<file path="src/rtl/bit_serializer.sv">
// Parallel-to-serial front end for the Mealy sequence detectors: WIDTH-bit words in
// over valid/ready, one bit per clock out on w, with a one-word holding register.
module bit_serializer #(
  parameter int unsigned WIDTH     = 8,
  parameter bit          MSB_FIRST = 1'b1,
  parameter bit          IDLE_BIT  = 1'b0
) (
  input  logic             Clock,
  input  logic             Reset,
  input  logic [WIDTH-1:0] data_in,
  input  logic             load_valid,
  output logic             load_ready,
  output logic             w,
  output logic             w_valid,
  output logic             frame_start,
  output logic             busy
);

  localparam int unsigned CW = (WIDTH > 1) ? $clog2(WIDTH) : 1;
  localparam logic [CW-1:0] LAST = CW'(WIDTH - 1);

  typedef enum logic {IDLE = 1'b0, SHIFT = 1'b1} state_t;

  state_t           state, state_n;
  logic [WIDTH-1:0] shreg;
  logic [WIDTH-1:0] hold, hold_n;
  logic             hold_full, hold_full_n;
  logic [CW-1:0]    cnt;
  logic             accept_c;
  logic             last_c;
  logic             load_c;
  logic             shift_c;
  logic [WIDTH-1:0] load_word_c;

  // Bit that leaves first from a word, and what remains after it has been sent.
  function automatic logic first_bit(input logic [WIDTH-1:0] word);
    return MSB_FIRST ? word[WIDTH-1] : word[0];
  endfunction

  function automatic logic [WIDTH-1:0] rest_bits(input logic [WIDTH-1:0] word);
    return MSB_FIRST ? {word[WIDTH-2:0], 1'b0} : {1'b0, word[WIDTH-1:1]};
  endfunction

  assign accept_c = load_valid & load_ready;
  assign last_c   = (cnt == LAST);

  // Next-state decode: new frame load, in-frame shift, or hold capture.
  always_comb begin
    state_n     = state;
    hold_n      = hold;
    hold_full_n = hold_full;
    load_c      = 1'b0;
    shift_c     = 1'b0;
    load_word_c = data_in;
    case (state)
      IDLE: begin
        if (accept_c) begin
          load_c  = 1'b1;
          state_n = SHIFT;
        end
      end
      SHIFT: begin
        if (last_c) begin
          if (hold_full) begin
            load_c      = 1'b1;
            load_word_c = hold;
            hold_full_n = 1'b0;
          end else if (accept_c) begin
            // Word arriving on the last-bit edge skips the holding register.
            load_c = 1'b1;
          end else begin
            state_n = IDLE;
          end
        end else begin
          shift_c = 1'b1;
          if (accept_c) begin
            hold_n      = data_in;
            hold_full_n = 1'b1;
          end
        end
      end
      default: state_n = IDLE;
    endcase
  end

  always_ff @(posedge Clock or posedge Reset) begin
    if (Reset) begin
      state       <= IDLE;
      shreg       <= '0;
      hold        <= '0;
      hold_full   <= 1'b0;
      cnt         <= '0;
      w           <= IDLE_BIT;
      w_valid     <= 1'b0;
      frame_start <= 1'b0;
      busy        <= 1'b0;
      load_ready  <= 1'b1;
    end else begin
      state       <= state_n;
      hold        <= hold_n;
      hold_full   <= hold_full_n;
      load_ready  <= !hold_full_n;
      busy        <= (state_n == SHIFT) | hold_full_n;
      frame_start <= load_c;
      if (load_c) begin
        shreg   <= rest_bits(load_word_c);
        w       <= first_bit(load_word_c);
        w_valid <= 1'b1;
        cnt     <= '0;
      end else if (shift_c) begin
        shreg   <= rest_bits(shreg);
        w       <= first_bit(shreg);
        w_valid <= 1'b1;
        cnt     <= cnt + CW'(1);
      end else begin
        w       <= IDLE_BIT;
        w_valid <= 1'b0;
        cnt     <= '0;
      end
    end
  end

endmodule
</file>
<file path="config.mk">
export PLATFORM = sky130hd
export DESIGN_NAME = bit_serializer
export DESIGN_NICKNAME = d
export VERILOG_FILES = /design/src/rtl/bit_serializer.sv
export SDC_FILE = /design/constraint.sdc
export NUM_CORES = 1
export LEC_CHECK = 0
export BUFFER_PORTS_ARGS = -buffer_cell sky130_fd_sc_hd__buf_2
export CAP_MARGIN = 20
export CELL_PAD_IN_SITES_DETAIL_PLACEMENT = 1
export CELL_PAD_IN_SITES_GLOBAL_PLACEMENT = 2
export CORE_UTILIZATION = 37
export CTS_CLUSTER_SIZE = 20
export DETAILED_ROUTE_END_ITERATION = 7
export PLACE_DENSITY_LB_ADDON = 0.1
export SETUP_SLACK_MARGIN = 0.15
export SLEW_MARGIN = 20
export SYNTH_ARGS = -nofsm -noshare
export SYNTH_HDL_FRONTEND = slang
export SYNTH_SLANG_ARGS = --single-unit
export TNS_END_PERCENT = 1
</file>
<file path="constraint.sdc">
create_clock -name Clock -period 2.3 [get_ports Clock]
set_clock_uncertainty 0.2 [all_clocks]
set_input_delay 0.46 -clock Clock [delete_from_list [all_inputs] [get_ports Clock]]
set_output_delay 0.46 -clock Clock [all_outputs]
set_load 0.005 [all_outputs]
</file>
# ---- Yosys cells after proc, flatten, opt, wreduce, memory -nomap -nowiden
# Index checks and enable logic that the tools add are counted.
dict set report word_totals {
  wordCells 41
  reg_bits 26
  input_bits 11
}
dict set report op_classes {
  n_addsub 1
  muxes 22
  reduce_logical 3
  n_eq_ne 1
  n_bitwise 4
}
# operator count
set ops {}
lappend ops {{$mux W8} 5}
lappend ops {{$mux W1} 13}
lappend ops {{$mux W3} 2}
lappend ops {{$pmux W1 S2} 2}
lappend ops {{$add A3 B1 Y3 const B} 1}
lappend ops {{$eq A3 B3 Y1 const B} 1}
lappend ops {{$reduce_and A3 Y1} 1}
lappend ops {{$not A1 Y1} 2}
lappend ops {{$reduce_bool A2 Y1} 1}
lappend ops {{$and A1 B1 Y1} 1}
lappend ops {{$logic_not A1 Y1} 1}
lappend ops {{$or A1 B1 Y1} 1}

# ---- Longest topological paths before layout
dict set report logic_depth {
  depth_word 6
  depth_mapped 6
  mapped_depth_nobuf 6
}

# ---- Worst setup path before layout
# OpenSTA, ideal clock, no wires.
dict set report synth_timing {
  path_kind {register to register}
  from {reg cnt[0]}
  to {reg shreg[6]}
  stages_incl_launch_ff 6
  slack_ps 503
  setup_ps 111
  arrival_ps 1486
  synth_period_minus_slack_ps 1797
  cell_sequence {dfrtp_1 > ha_1 > ha_1 > nor2b_1 > o21a_1 > a222oi_1}
}
dict set report synth_via {
  elab_chain_len 4
  word_cells_on_any_way 9
}
# item line
set synth_lines {}
lappend synth_lines {{start, declared} 28} ;# logic [CW-1:0] cnt;
lappend synth_lines {{start signal, assigned} 114} ;# cnt <= cnt + CW'(1);
lappend synth_lines {{$eq A3 B3 Y1 (*)} 45} ;# assign last_c = (cnt == LAST);
lappend synth_lines {{$mux W1 / $mux W8 (equally long branches)} 63} ;# if (last_c) begin
lappend synth_lines {{$pmux W1 S2, or another cell as far along} 55} ;# case (state)
lappend synth_lines {{$mux W8 / $reduce_bool A2 Y1 (equally long branches)} -}
lappend synth_lines {{end signal, assigned} 106} ;# shreg <= rest_bits(load_word_c);
lappend synth_lines {{end signal, assigned} 111} ;# shreg <= rest_bits(shreg);
lappend synth_lines {{end, declared} 25} ;# logic [WIDTH-1:0] shreg;
# Every way passes the cells marked *; elsewhere a longest branch is shown, timed or not.
# A chain may end at the register's enable or synchronous reset.

# ---- Final worst setup path
# Ends and elaborated chain as after synthesis.

==> flow_summary.rst <==
.. list-table::
   :header-rows: 1

   * - Metric
     - Value
   * - Router iterations before antenna repair
     - 4
   * - Share of async-settable or async-resettable flops after synthesis
     - 100%
   * - Post-CTS clock slew at the launch and capture registers of the worst setup and hold paths
     - between 0.1 and 0.15 ns
   * - Max-slew headroom
     - 61.3%
   * - Outcome
     - finished clean
   * - # nets final
     - between 100 and 150
   * - Fillers
     - between 300 and 400
   * - FF-to-FF path depth
     - 5
   * - Worst-skew pair later-pin latency
     - roughly 0.31 ns
   * - Area growth syn-to-layout
     - 14.9%
   * - Switching power
     - 0.000473 W
   * - Overall global routing resource usage
     - between 10% and 20%
   * - Internal power of the cells
     - ~0.00097 W
   * - Via count
     - ~710
   * - Setup repair after global routing missed its margin
     - no
   * - Least-Margin Pin Slew
     - between 0.5 and 0.6 ns
   * - Number of global-route vias before repair
     - 779
   * - Inserted Diodes
     - 0
   * - HPWL after detailed placement
     - 1.53 mm
   * - Part of the power in the clock network
     - between 10% and 20%
   * - Average vias per placed instance
     - 5.15
   * - Comb pwr share
     - between 30 and 40%
   * - TritonCTS sink count
     - 25
   * - Drt drc
     - 0
   * - Wire length of the first global-routing pass
     - approximately 3.6 mm
   * - Slack of the critical path
     - roughly 0.30 ns
   * - Final design area excluding fillers
     - 1250 sq um
   * - Placeable core region
     - 2780 sq um
   * - Worst EP required
     - 2.31 ns
   * - H-tree Lvls
     - 1
   * - Part of the Yosys area used for sequential elements
     - a little under three fifths
   * - Cell depth of the worst min-delay path
     - 2
   * - Synth Net Count
     - a little under 100
   * - EDFF count, synth
     - 0
   * - Worst flop-to-flop path endpoint
     - shreg[6]$_DFFE_PP0P_
   * - Number of max-slew violations in the final report
     - 0
   * - Sum of overflow across all layers after global routing
     - 0
   * - Origin of the critical flop-to-flop path
     - cnt[0]$_DFF_PP0_
   * - Die extent in x
     - ~56 microns
   * - Clock tree root driver cell
     - clkbuf_4
   * - Syn. warnings
     - 0
   * - Netlist area before placement
     - between 1000 and 1500 sq um
   * - Portion of total power attributed to sequential cells
     - between 50% and 60%
   * - Final min period
     - around 2 ns
   * - Number of endpoints failing setup at the final stage
     - 0
   * - Largest vdd supply drop
     - approximately 0.00062 V
   * - Min-Delay Path Class
     - in -> reg
   * - Startpoint type of the worst setup path
     - register
   * - Predominant post-synthesis flop cell
     - dfrtp_1
   * - Placed inst area
     - between 1000 and 1500 sq um
   * - Total clock buffers created by CTS
     - 3
   * - Commonest non-fill, non-tap cells in the layout
     - dfrtp_1 (24), buf_2 (15), nand2_1 (10)
   * - Fraction of power spent switching nets
     - between 30% and 40%
   * - Max-cap viol count
     - 0
   * - Instance count of the mapped netlist
     - 85
   * - Number of antenna-violating nets in the routed design
     - 0
   * - Ratio of final minimum period to clock period
     - between 80% and 90%
   * - R2R Setup Slk
     - 0.30 ns
   * - Fmax
     - between 500 and 600 MHz
   * - Crit path to
     - shreg[6]$_DFFE_PP0P_
   * - FF+latch count, synth
     - 25
   * - Count of unique library cells instantiated by Yosys
     - 22
   * - Timing startpoint of the critical path
     - cnt[0]$_DFF_PP0_
   * - Critical path peak fanout
     - 5
   * - Row Count
     - 19
   * - Arrival @ worst endpoint
     - roughly 2.0 ns
   * - Gpl congestion
     - about 0.65
   * - Average routed wire per standard cell
     - roughly 15 microns
   * - Maximum number of pins on one net before global-route repair
     - 16
   * - Number of ports placed on the die boundary
     - 16
   * - Final Routed Wirelength
     - 2.07 mm
   * - Cell Pwr Density
     - ~1200 nW/um^2
   * - Leading cell type in the layout, fill and taps excluded
     - dfrtp_1
   * - Violation count after the first detailed-route iteration
     - 10
   * - Die area
     - between 3000 and 4000 sq um
   * - Path type of the worst setup path
     - reg -> reg
   * - Clock tree from TritonCTS
     - built
   * - Starting density of the core
     - ~40%
   * - Maximum buffer depth of the clock tree
     - 2
   * - Initial antenna violation count
     - 0
   * - Final number of hold-violating endpoints
     - 0
   * - Category of the worst setup path capture point
     - register
   * - Setup TNS
     - 0 ns
   * - Layout cells sized above 1
     - around 36%
   * - Post-synthesis area per instance
     - roughly 13 sq um
   * - IO Port Bufs
     - 15
   * - Leakage
     - 0.643 nW
   * - Die boundary height
     - ~56 microns
   * - Setup slack at placement
     - 0.202 ns
## Yosys cell counts, drive strengths merged (2+ instances only)
| library cell | number | share of area, % |
|---|---|---|
| mux2 | 8 | 8.3 |
| nand2 | 10 | 3.4 |
| ha | 2 | 2.3 |
| and2 | 3 | 2.1 |
| a222oi | 2 | 1.8 |
| nand3 | 2 | 2.5 |
| mux2i | 8 | 7.3 |
| nor2 | 2 | 0.69 |
| inv | 8 | 2.8 |
| o211ai | 6 | 4.1 |
| nor2b | 2 | 1.8 |
| dfrtp | 24 | 55 |
## power groups by stage
stage	Clock (W)	Sequential [W]	Combinational, W
detailed placement	0	0.000746	0.000515
finish	0.000190	0.000732	0.000525
global route	0.000214	0.000754	0.000596
CTS	0.000209	0.000736	0.000519
floorplan	0	0.000721	0.000398
global placement	0	0.000735	0.000494
## what timing repair did
action                                  CTS  global route
setup buffers                             0             2
hold buffers                              1             0
hold endpoints to repair                 13             0
endpoints found under the setup margin    0             2
resized for setup                         0             0
## through the flow
stage	cells	power [W]	util, %	hold slack, ns
finish	138	0.00145	45.1	0.184
global route	138	0.00156	45.1	0.179
CTS	136	0.00146	44.5	0.168
detailed placement	131	0.00126	43.2	0.243
global placement	131	0.00123	43.2	0.219
floorplan	85	0.00112	-	0.208
## per-layer routing
layer	routed length, microns	track usage [%]
met5	0	0
met4	0	6.27
met3	48	2.07
met2	1060	24.8
met1	961	20.0
## final cells by class
cell class / count / area [sq um] / share of cell area, %
multi-input combinational: 51 / 423 / 33.7
tap: 31 / 38.8 / 3.09
clock inverter: 1 / 5.00 / 0.399
timing repair buffer: 19 / 108 / 8.58
inverter: 8 / 30.0 / 2.40
clock buffer: 3 / 22.5 / 1.80
sequential: 25 / 627 / 50.0
## state kept, by name, summed over array words and instances (netlist names)
| name | flops |
|---|---|
| hold_full | 1 |
| w | 1 |
| hold | 8 |
| shreg | 7 |
| frame_start | 1 |
| w_valid | 1 |
| load_ready | 1 |
| cnt | 3 |
| busy | 1 |
| state | 1 |
## worst min path at each step
| stage | start | end | slack, ns |
|---|---|---|---|
| CTS | data_in[0] | hold[0]$_DFFE_PP0P_ | 0.17 |
| detailed placement | cnt[0]$_DFF_PP0_ | cnt[0]$_DFF_PP0_ | 0.24 |
| finish | data_in[4] | hold[4]$_DFFE_PP0P_ | 0.18 |
| floorplan | cnt[0]$_DFF_PP0_ | cnt[0]$_DFF_PP0_ | 0.21 |
| global route | data_in[0] | hold[0]$_DFFE_PP0P_ | 0.18 |
| global placement | cnt[0]$_DFF_PP0_ | cnt[0]$_DFF_PP0_ | 0.22 |
## critical path: stages (launching register included)
cell and delay [ns]:
dfrtp_1 0.42, ha_1 0.20, ha_1 0.28, nor2b_1 0.21, o21a_1 0.25, a222oi_1 0.35
## cell families after synthesis
kind of cell               synth area share, %
DFF                                       57.5
and+or+nand+nor                           11.2
AOI/OAI and AO/OA                         9.63
buffers and inverters                     3.78
muxes                                     15.6
adders and majority gates                 2.29
Note: power is estimated with default switching activity, not from simulation.
